File: src/rtl/mem_lsu_if.sv
// mem_lsu_if: data-bus bundle between the load/store unit (master) and memory (slave).
// Signals: data_req/data_wr/data_size/data_addr/data_wstrb/data_wdata from master,
//          data_addr_ok/data_data_ok/data_rdata from slave.
interface mem_lsu_if;
  logic        data_req;
  logic        data_wr;
  logic [1:0]  data_size;
  logic [31:0] data_addr;
  logic [3:0]  data_wstrb;
  logic [31:0] data_wdata;
  logic        data_addr_ok;
  logic        data_data_ok;
  logic [31:0] data_rdata;
  modport master (
    output data_req, data_wr, data_size, data_addr, data_wstrb, data_wdata,
    input  data_addr_ok, data_data_ok, data_rdata
  );
  modport slave (
    input  data_req, data_wr, data_size, data_addr, data_wstrb, data_wdata,
    output data_addr_ok, data_data_ok, data_rdata
  );
endinterface

File: src/rtl/mem_lsu.sv
// mem_lsu: memory-stage load/store unit issuing one req/addr_ok/data_ok transaction per access.
// Ports: clk, rst (async active-high); MEM_* instruction fields from the EXE/MEM register;
//        bus (mem_lsu_if.master) data bus; MEM_LoadData, MEM_AdEL, MEM_AdES, MEM_BadVAddr,
//        MEM_Stall back to the pipeline.
module mem_lsu (
  input  logic        clk,
  input  logic        rst,
  input  logic        MEM_Valid,
  input  logic        MEM_ExcptIn,
  input  logic        MEM_Flush,
  input  logic        MEM_Advance,
  input  logic [31:0] MEM_ALUOut,
  input  logic [31:0] MEM_OutB,
  input  logic        MEM_LoadEn,
  input  logic        MEM_StoreEn,
  input  logic [1:0]  MEM_Size,
  input  logic        MEM_LoadSign,
  mem_lsu_if.master   bus,
  output logic [31:0] MEM_LoadData,
  output logic        MEM_AdEL,
  output logic        MEM_AdES,
  output logic [31:0] MEM_BadVAddr,
  output logic        MEM_Stall
);
  typedef enum logic [2:0] {IDLE, REQ, WAIT, DONE, DRAIN} state_t;
  state_t      state_q, state_d;
  logic [31:0] rdata_q, rdata_d;
  logic        is_word, is_half, misalign, chk, access, req, stall;
  logic [7:0]  ld_b;
  logic [15:0] ld_h;
  // Size 3 is illegal and behaves as a word access.
  assign is_word  = MEM_Size[1];
  assign is_half  = MEM_Size == 2'd1;
  assign misalign = (is_half & MEM_ALUOut[0]) | (is_word & |MEM_ALUOut[1:0]);
  assign chk      = MEM_Valid & ~MEM_ExcptIn;
  assign access   = chk & (MEM_LoadEn | MEM_StoreEn) & ~misalign & ~MEM_Flush;
  assign MEM_AdEL     = chk & MEM_LoadEn & misalign;
  assign MEM_AdES     = chk & MEM_StoreEn & misalign;
  assign MEM_BadVAddr = MEM_ALUOut;
  // Request fields come straight from the MEM register, which the stall holds steady until addr_ok.
  assign bus.data_wr    = MEM_StoreEn;
  assign bus.data_size  = MEM_Size;
  assign bus.data_addr  = MEM_ALUOut;
  assign bus.data_wstrb = is_word ? 4'b1111 : (is_half ? 4'b0011 : 4'b0001) << MEM_ALUOut[1:0];
  assign bus.data_wdata = is_word ? MEM_OutB : is_half ? {2{MEM_OutB[15:0]}} : {4{MEM_OutB[7:0]}};
  assign ld_b = rdata_q[{MEM_ALUOut[1:0], 3'b000} +: 8];
  assign ld_h = rdata_q[{MEM_ALUOut[1], 4'b0000} +: 16];
  assign MEM_LoadData = is_word ? rdata_q :
                        is_half ? {{16{MEM_LoadSign & ld_h[15]}}, ld_h} :
                                  {{24{MEM_LoadSign & ld_b[7]}}, ld_b};
  // Reset gates the bus request and stall combinationally so they are low for the whole reset.
  assign bus.data_req = req & ~rst;
  assign MEM_Stall    = stall & ~rst;
  always_comb begin
    state_d = state_q;
    rdata_d = rdata_q;
    req     = 1'b0;
    stall   = 1'b1;
    case (state_q)
      IDLE: begin
        req     = access;
        stall   = access;
        state_d = ~access ? IDLE : bus.data_addr_ok ? WAIT : REQ;
      end
      REQ: begin
        req     = 1'b1;
        state_d = MEM_Flush ? (bus.data_addr_ok ? DRAIN : IDLE) : (bus.data_addr_ok ? WAIT : REQ);
      end
      WAIT: begin
        state_d = bus.data_data_ok ? (MEM_Flush ? IDLE : DONE) : (MEM_Flush ? DRAIN : WAIT);
        rdata_d = bus.data_data_ok & ~MEM_Flush ? bus.data_rdata : rdata_q;
      end
      DONE: begin
        stall   = 1'b0;
        state_d = MEM_Flush | MEM_Advance ? IDLE : DONE;
      end
      DRAIN: state_d = bus.data_data_ok ? IDLE : DRAIN;
      default: state_d = IDLE;
    endcase
  end
  always_ff @(posedge clk or posedge rst) begin
    if (rst) begin
      state_q <= IDLE;
      rdata_q <= '0;
    end else begin
      state_q <= state_d;
      rdata_q <= rdata_d;
    end
  end
endmodule

File: src/flat_wrapper.sv
// flat-port wrapper written by rule: the top's interface ports become plain ports
module mem_lsu_flat 
  (clk, rst, MEM_Valid, MEM_ExcptIn, MEM_Flush, MEM_Advance, MEM_ALUOut, MEM_OutB, MEM_LoadEn, MEM_StoreEn, MEM_Size, MEM_LoadSign, MEM_LoadData, MEM_AdEL, MEM_AdES, MEM_BadVAddr, MEM_Stall, bus_data_req, bus_data_wr, bus_data_size, bus_data_addr, bus_data_wstrb, bus_data_wdata, bus_data_addr_ok, bus_data_data_ok, bus_data_rdata);
  mem_lsu_if bus_i ();
  input  logic clk;
  input  logic rst;
  input  logic MEM_Valid;
  input  logic MEM_ExcptIn;
  input  logic MEM_Flush;
  input  logic MEM_Advance;
  input  logic [31:0] MEM_ALUOut;
  input  logic [31:0] MEM_OutB;
  input  logic MEM_LoadEn;
  input  logic MEM_StoreEn;
  input  logic [1:0] MEM_Size;
  input  logic MEM_LoadSign;
  output logic [31:0] MEM_LoadData;
  output logic MEM_AdEL;
  output logic MEM_AdES;
  output logic [31:0] MEM_BadVAddr;
  output logic MEM_Stall;
  output wire logic [$bits(bus_i.data_req)-1:0] bus_data_req;
  output wire logic [$bits(bus_i.data_wr)-1:0] bus_data_wr;
  output wire logic [$bits(bus_i.data_size)-1:0] bus_data_size;
  output wire logic [$bits(bus_i.data_addr)-1:0] bus_data_addr;
  output wire logic [$bits(bus_i.data_wstrb)-1:0] bus_data_wstrb;
  output wire logic [$bits(bus_i.data_wdata)-1:0] bus_data_wdata;
  input wire logic [$bits(bus_i.data_addr_ok)-1:0] bus_data_addr_ok;
  input wire logic [$bits(bus_i.data_data_ok)-1:0] bus_data_data_ok;
  input wire logic [$bits(bus_i.data_rdata)-1:0] bus_data_rdata;
  assign bus_data_req = bus_i.data_req;
  assign bus_data_wr = bus_i.data_wr;
  assign bus_data_size = bus_i.data_size;
  assign bus_data_addr = bus_i.data_addr;
  assign bus_data_wstrb = bus_i.data_wstrb;
  assign bus_data_wdata = bus_i.data_wdata;
  assign bus_i.data_addr_ok = bus_data_addr_ok;
  assign bus_i.data_data_ok = bus_data_data_ok;
  assign bus_i.data_rdata = bus_data_rdata;
  mem_lsu u_core (.clk(clk), .rst(rst), .MEM_Valid(MEM_Valid), .MEM_ExcptIn(MEM_ExcptIn), .MEM_Flush(MEM_Flush), .MEM_Advance(MEM_Advance), .MEM_ALUOut(MEM_ALUOut), .MEM_OutB(MEM_OutB), .MEM_LoadEn(MEM_LoadEn), .MEM_StoreEn(MEM_StoreEn), .MEM_Size(MEM_Size), .MEM_LoadSign(MEM_LoadSign), .bus(bus_i), .MEM_LoadData(MEM_LoadData), .MEM_AdEL(MEM_AdEL), .MEM_AdES(MEM_AdES), .MEM_BadVAddr(MEM_BadVAddr), .MEM_Stall(MEM_Stall));
endmodule
File: config.mk
export PLATFORM = sky130hd
export DESIGN_NAME = mem_lsu_flat
export DESIGN_NICKNAME = d
export VERILOG_FILES = /design/src/rtl/mem_lsu_if.sv /design/src/rtl/mem_lsu.sv /design/src/flat_wrapper.sv
export SDC_FILE = /design/constraint.sdc
export NUM_CORES = 1
export LEC_CHECK = 0
export CORE_AREA = 2 2 98 100
export DETAILED_ROUTE_END_ITERATION = 8
export DIE_AREA = 0 0 100 102
export HOLD_SLACK_MARGIN = 0.06
export PLACE_DENSITY = 0.82
export SETUP_SLACK_MARGIN = 0.05
export SLEW_MARGIN = 5
export SYNTH_ARGS = -nofsm -noshare
export SYNTH_HDL_FRONTEND = slang
export SYNTH_SLANG_ARGS = --single-unit
File: constraint.sdc
create_clock -name clk -period 2.05 [get_ports clk]
set_input_delay 0.41 -clock clk [delete_from_list [all_inputs] [get_ports clk]]
set_output_delay 0.41 -clock clk [all_outputs]
set_load 0.005 [all_outputs]
# == Yosys cells after proc, flatten, opt, wreduce, memory -nomap -nowiden ==
# Index checks and enable logic that the tools add are counted.
# word_totals
wordCells,53
reg_bits,35
in_bits,109
# classes
mux,18
n_eq_ne,5
n_reduce_logical,3
n_shift,3
bitwise_logic,22
# ops
op,n
32-bit 2-to-1 mux,4
32-bit by 6-bit variable part select with 16-bit output,1
32-bit by 6-bit variable part select with 8-bit output,1
3-bit 2-to-1 mux,6
1-bit AND,15
3-bit one-hot mux with 5 select lines,1
2-bit 2-to-1 mux,4
"3-bit by 2-bit == test with 1-bit output, second input constant",2
4-bit 2-to-1 mux,1
1-bit NOT,4
1-bit one-hot mux with 2 select lines,2
4-bit by 2-bit left shift with 4-bit output,1
"3-bit by 1-bit == test with 1-bit output, second input constant",1
"3-bit == test, second input constant",1
3-bit logical NOT,1
1-bit OR,3
"2-bit by 1-bit == test with 1-bit output, second input constant",1
2-bit AND reduction,1
2-bit OR reduction,1

# == Logic depth before layout (Yosys ltp) ==
# depth
depth_word,8
ltp_mapped,7
ltp_nobuf,4

# == Least setup slack after synthesis ==
# OpenSTA, ideal clock, no wires.
# synth_path
path_kind,input port to output port
from,input MEM_Size[0]
to,output bus_data_wdata[10]
path_buffers,2
t_required_ns,1.640
arrival_time_ns,1.389
setup_slack_ns,0.251
cell_stages,4
cell_sequence,buf_2 > buf_2 > nor2_2 > mux2_2
# synth_between
elab_chain_cells,3
# synth_rtl
element,line,source
start: declaration,flat_wrapper.sv:15,input logic [1:0] MEM_Size;
2-bit by 1-bit == test with 1-bit output,mem_lsu.sv:33,assign is_half = MEM_Size == 2'd1;
32-bit 2-to-1 mux (2 in a row),mem_lsu.sv:45,assign bus.data_wdata = is_word ? MEM_OutB : is_half ? {2{MEM_OutB[15:0]}} : {4{MEM_OutB[7:0]}};
end: declaration,flat_wrapper.sv:27,output wire logic [$bits(bus_i.data_wdata)-1:0] bus_data_wdata;
# No other way between the ends.

# == Worst setup path in the final report ==
# layout_path
from,register u_core.rdata_q[15]
to,output MEM_LoadData[12]
# layout_between
elab_chain_cells,4
# layout_rtl
element,line,source
start: declaration,mem_lsu.sv:27,"logic [31:0] rdata_q, rdata_d;"
start signal: assignment,mem_lsu.sv:87,rdata_q <= rdata_d;
32-bit by 6-bit variable part select with 8-bit output,mem_lsu.sv:46,"assign ld_b = rdata_q[{MEM_ALUOut[1:0], 3'b000} +: 8];"
1-bit AND,mem_lsu.sv:50,"{{24{MEM_LoadSign & ld_b[7]}}, ld_b};"
32-bit 2-to-1 mux,mem_lsu.sv:49,"is_half ? {{16{MEM_LoadSign & ld_h[15]}}, ld_h} :"
32-bit 2-to-1 mux,mem_lsu.sv:48,assign MEM_LoadData = is_word ? rdata_q :
end: declaration,flat_wrapper.sv:17,output logic [31:0] MEM_LoadData;
# No other way between the ends.

==> qor.tcl <==
set qor(skew_ps) 6.288
set qor(drive_above_1_share) 0.4289
set qor(ctsLongestPathBuffers) 2
set qor(num_io_pins) 248
set qor(timing.critical_path.max_delay_family) {flip-flops}
set qor(cts.sinks) 35
set qor(die-area_um2) 10200
set qor(layout_common_cells) {82 x sky130_fd_sc_hd__clkdlybuf4s50_1, 51 x sky130_fd_sc_hd__buf_4, 47 x sky130_fd_sc_hd__mux2_2}
set qor(tightestPinTransition_ps) 476.1
set qor(timing.setup.critical_path_class) {flip-flop to primary output}
set qor(cell_internal_pwr_uw) 2095
set qor(final_common_cell) {sky130_fd_sc_hd__clkdlybuf4s50_1}
set qor(clk_pin_slew_ps) 70
set qor(grt_pass1_vias) 3161
set qor(grt_first_pass_wirelength_um) 17990
set qor(clock_power_share) 0.167
set qor(dr_total_vias) 3035
set qor(power_frac_comb) 0.483
set qor(post-route-drc-count) 0
set qor(core_region_area_um2) 9109
set qor(violations) {setup timing}
set qor(cts_max_level) 2
set qor(site_rows) 35
set qor(tns_ps) -1704
set qor(async_flop_share) 1.000
set qor(grtUsageTotal) 0.2306
set qor(cts_made_buffers) 5
set qor(least_setup_slack_across_all_paths_after_layout_ps) -156.8
set qor(antenna_cells) 0
set qor(place.detailed.hpwl_um) 9298
set qor(yosysWarningCount) 0
set qor(seqPwrFrac) 0.350
set qor(clkLatencyLatePin_ps) 290
set qor(chipHeight_um) 102
set qor(mappedNetlistNets) 439
set qor(critPathArrivalTime_ps) 1800
set qor(nets) 587
set qor(fmax_mhz) 453.1
set qor(path_cells) {mux2i_4 > nand3b_1 > a21oi_4 > buf_6 > a221o_2 > buf_6}
set qor(synth_seq_area_share) 0.2865
set qor(most_used_cell_along_the_critical_path) {sky130_fd_sc_hd__buf_6}
set qor(critPathRequiredTime_ps) 1640
set qor(starting_density) 0.3356
set qor(maximum_number_of_pins_on_one_net_before_global_route_repair) 36
set qor(syn_avg_cell_area_um2) 9.263
set qor(hold_class) {primary input to flip-flop}
set qor(worstSetupEndpointType) {primary output}
set qor(finalWorstPathRequiredPeriod_ps) 2207
set qor(final-max-slew-violation-count) 0
set qor(synthCells) 330
set qor(yosysUniqueCellTypes) 38
set qor(max-slew-margin-rel) 0.6826
set qor(dp_worst_setup_slack_ps) -911.3
set qor(pwr_density_cell_nw_per_um2) 638.9
set qor(final_cycle_share) 1.076
set qor(initial_antenna_violation_count) 0
set qor(critPathMaxStageDelay_ps) 430
set qor(wl_per_cell_um) 21.04
set qor(vdd.ir_drop.worst_uv) 396.6
set qor(finalWeightedCongestion) 0.7965
set qor(drt-vias-per-instance) 5.153
set qor(finalSetupViolCount) 25
set qor(p_sw_uw) 1031
set qor(critical_path_peak_fanout) 5
set qor(dr.first_iter.drc_count) 75
set qor(grt_overflow) 0
set qor(finalHoldViolations) 0
set qor(route.antenna.remaining_nets) 0
set qor(rsz_0062_raised_after_global_routing) {yes}
set qor(register_bit_total_from_synthesis) 35
set qor(detailedRoute.firstPassIterationCount) 4
set qor(syn-cell-area_um2) 3057
set qor(chipWidth_um) 100
set qor(critical_path_buf_inv_count) 2
set qor(area_growth_syn_to_layout_pct) 60.09
set qor(startpoint_type) {flip-flop}
set qor(routed_wl_um) 12390
set qor(clk_root_buffer_cell) {sky130_fd_sc_hd__clkbuf_8}
set qor(numPortBuffers) 157
set qor(swShare) 0.3298
set qor(ys.flop_type) {sky130_fd_sc_hd__dfrtp_1}
set qor(run_status) {finished with violations}
set qor(max_cap_viol_count) 0
set qor(cts_tree) {done}
set qor(critPathSlowestCell) {sky130_fd_sc_hd__dfrtp_1}
set qor(static_leakage_power_uw) 0.002421
set qor(holdBufCountCts) 0
set qor(synth-edff-count) 0
layer usage:
| layer | track usage | up-vias | part of all wire |
|---|---|---|---|
| met1 | 0.2647 | 1451 | 0.35 |
| met5 | 0 | - | 0 |
| met4 | 0.06849 | 0 | 0.021 |
| met3 | 0.06498 | 28 | 0.095 |
| met2 | 0.4194 | 197 | 0.53 |
| li1 | - | 1359 | - |
final timing paths:
kind / from / endpoint / slack (ps) / cells past startpoint
max: u_core.rdata_q[15] / MEM_LoadData[12] / -160 / 6
min in group asynchronous: rst / u_core.state_q[2] / 680 / 3
max in group asynchronous: rst / u_core.state_q[1] / 1020 / 3
min reg2reg: u_core.rdata_q[1] / u_core.rdata_q[1] / 530 / 1
min: MEM_Flush / u_core.state_q[0] / 490 / 3
max reg2reg: u_core.state_q[0] / u_core.rdata_q[22] / 360 / 5
final cells by class:
cell class | count | area, µm²
fill | 843 | 4215
clock inverter | 1 | 5.005
multi-input combinational | 197 | 1655
inverter | 5 | 18.77
sequential | 35 | 877.1
clock buffer | 6 | 82.58
tap | 111 | 138.9
timing repair buffer | 234 | 2116
logic make-up after synthesis:
group | count (synthesis) | share of synthesized area
multiplexers | 74 | 0.2620
buffers and inverters | 98 | 0.2251
AO/OA/AOI/OAI | 42 | 0.1077
flip-flops | 35 | 0.2865
AND/OR/NAND/NOR | 81 | 0.1187
what timing repair did:
item | in CTS | in global routing
pin swaps | 11 | 9
endpoints found under the setup margin | 70 | 39
buffers inserted | 26 | 6
cloned | 1 | 0
resized for setup | 227 | 47
synthesized netlist by cell type (all sizes together) (2+ instances only):
cell type / n / area, µm²
buf: 87 / 645.6
mux2: 48 / 540.5
nand2: 46 / 172.7
dfrtp: 35 / 875.8
mux2i: 26 / 260.3
nor2: 15 / 58.81
o21ai: 10 / 50.05
a221o: 7 / 78.83
o22a: 7 / 61.31
clkbuf: 6 / 23.77
a21oi: 5 / 36.29
inv: 5 / 18.76
nand2b: 5 / 31.28
nor2b: 4 / 25.02
and3: 3 / 18.77
o21bai: 3 / 22.52
nand4: 2 / 12.51
o32ai: 2 / 17.52
or2: 2 / 12.51
flip-flops by register name, indices dropped and copies added (netlist names):
register,count
u_core.rdata_q,32
u_core.state_q,3
metrics by stage:
stage               hold WS, ps  power, µW  utilization  cells  instance area, µm²
global placement          491.1       2504       0.4870    549                4436
finish                    494.7       3127       0.5372    589                4893
detailed placement        504.5       2538       0.4870    549                4436
floorplan                 479.9       1762            -    330                3057
CTS                       523.7       3058       0.5221    583                4756
global route              506.5       3296       0.5372    589                4893
worst register-to-register path: stages (launching register included):
cell and delay [ps]:
sky130_fd_sc_hd__dfrtp_1 480, sky130_fd_sc_hd__inv_1 170, sky130_fd_sc_hd__and3_1 210, sky130_fd_sc_hd__nand2_1 120
sky130_fd_sc_hd__buf_12 220, sky130_fd_sc_hd__mux2_2 380
power groups by stage:
stage / registers, µW / clock network [µW] / logic (µW)
final: 1090 / 522 / 1510
after global routing: 1120 / 553 / 1630
after CTS: 1080 / 534 / 1450
after detailed placement: 1080 / 0 / 1460
after global placement: 1070 / 0 / 1430
after floorplan: 1020 / 0 / 743
(Power assumes the default switching activity.)
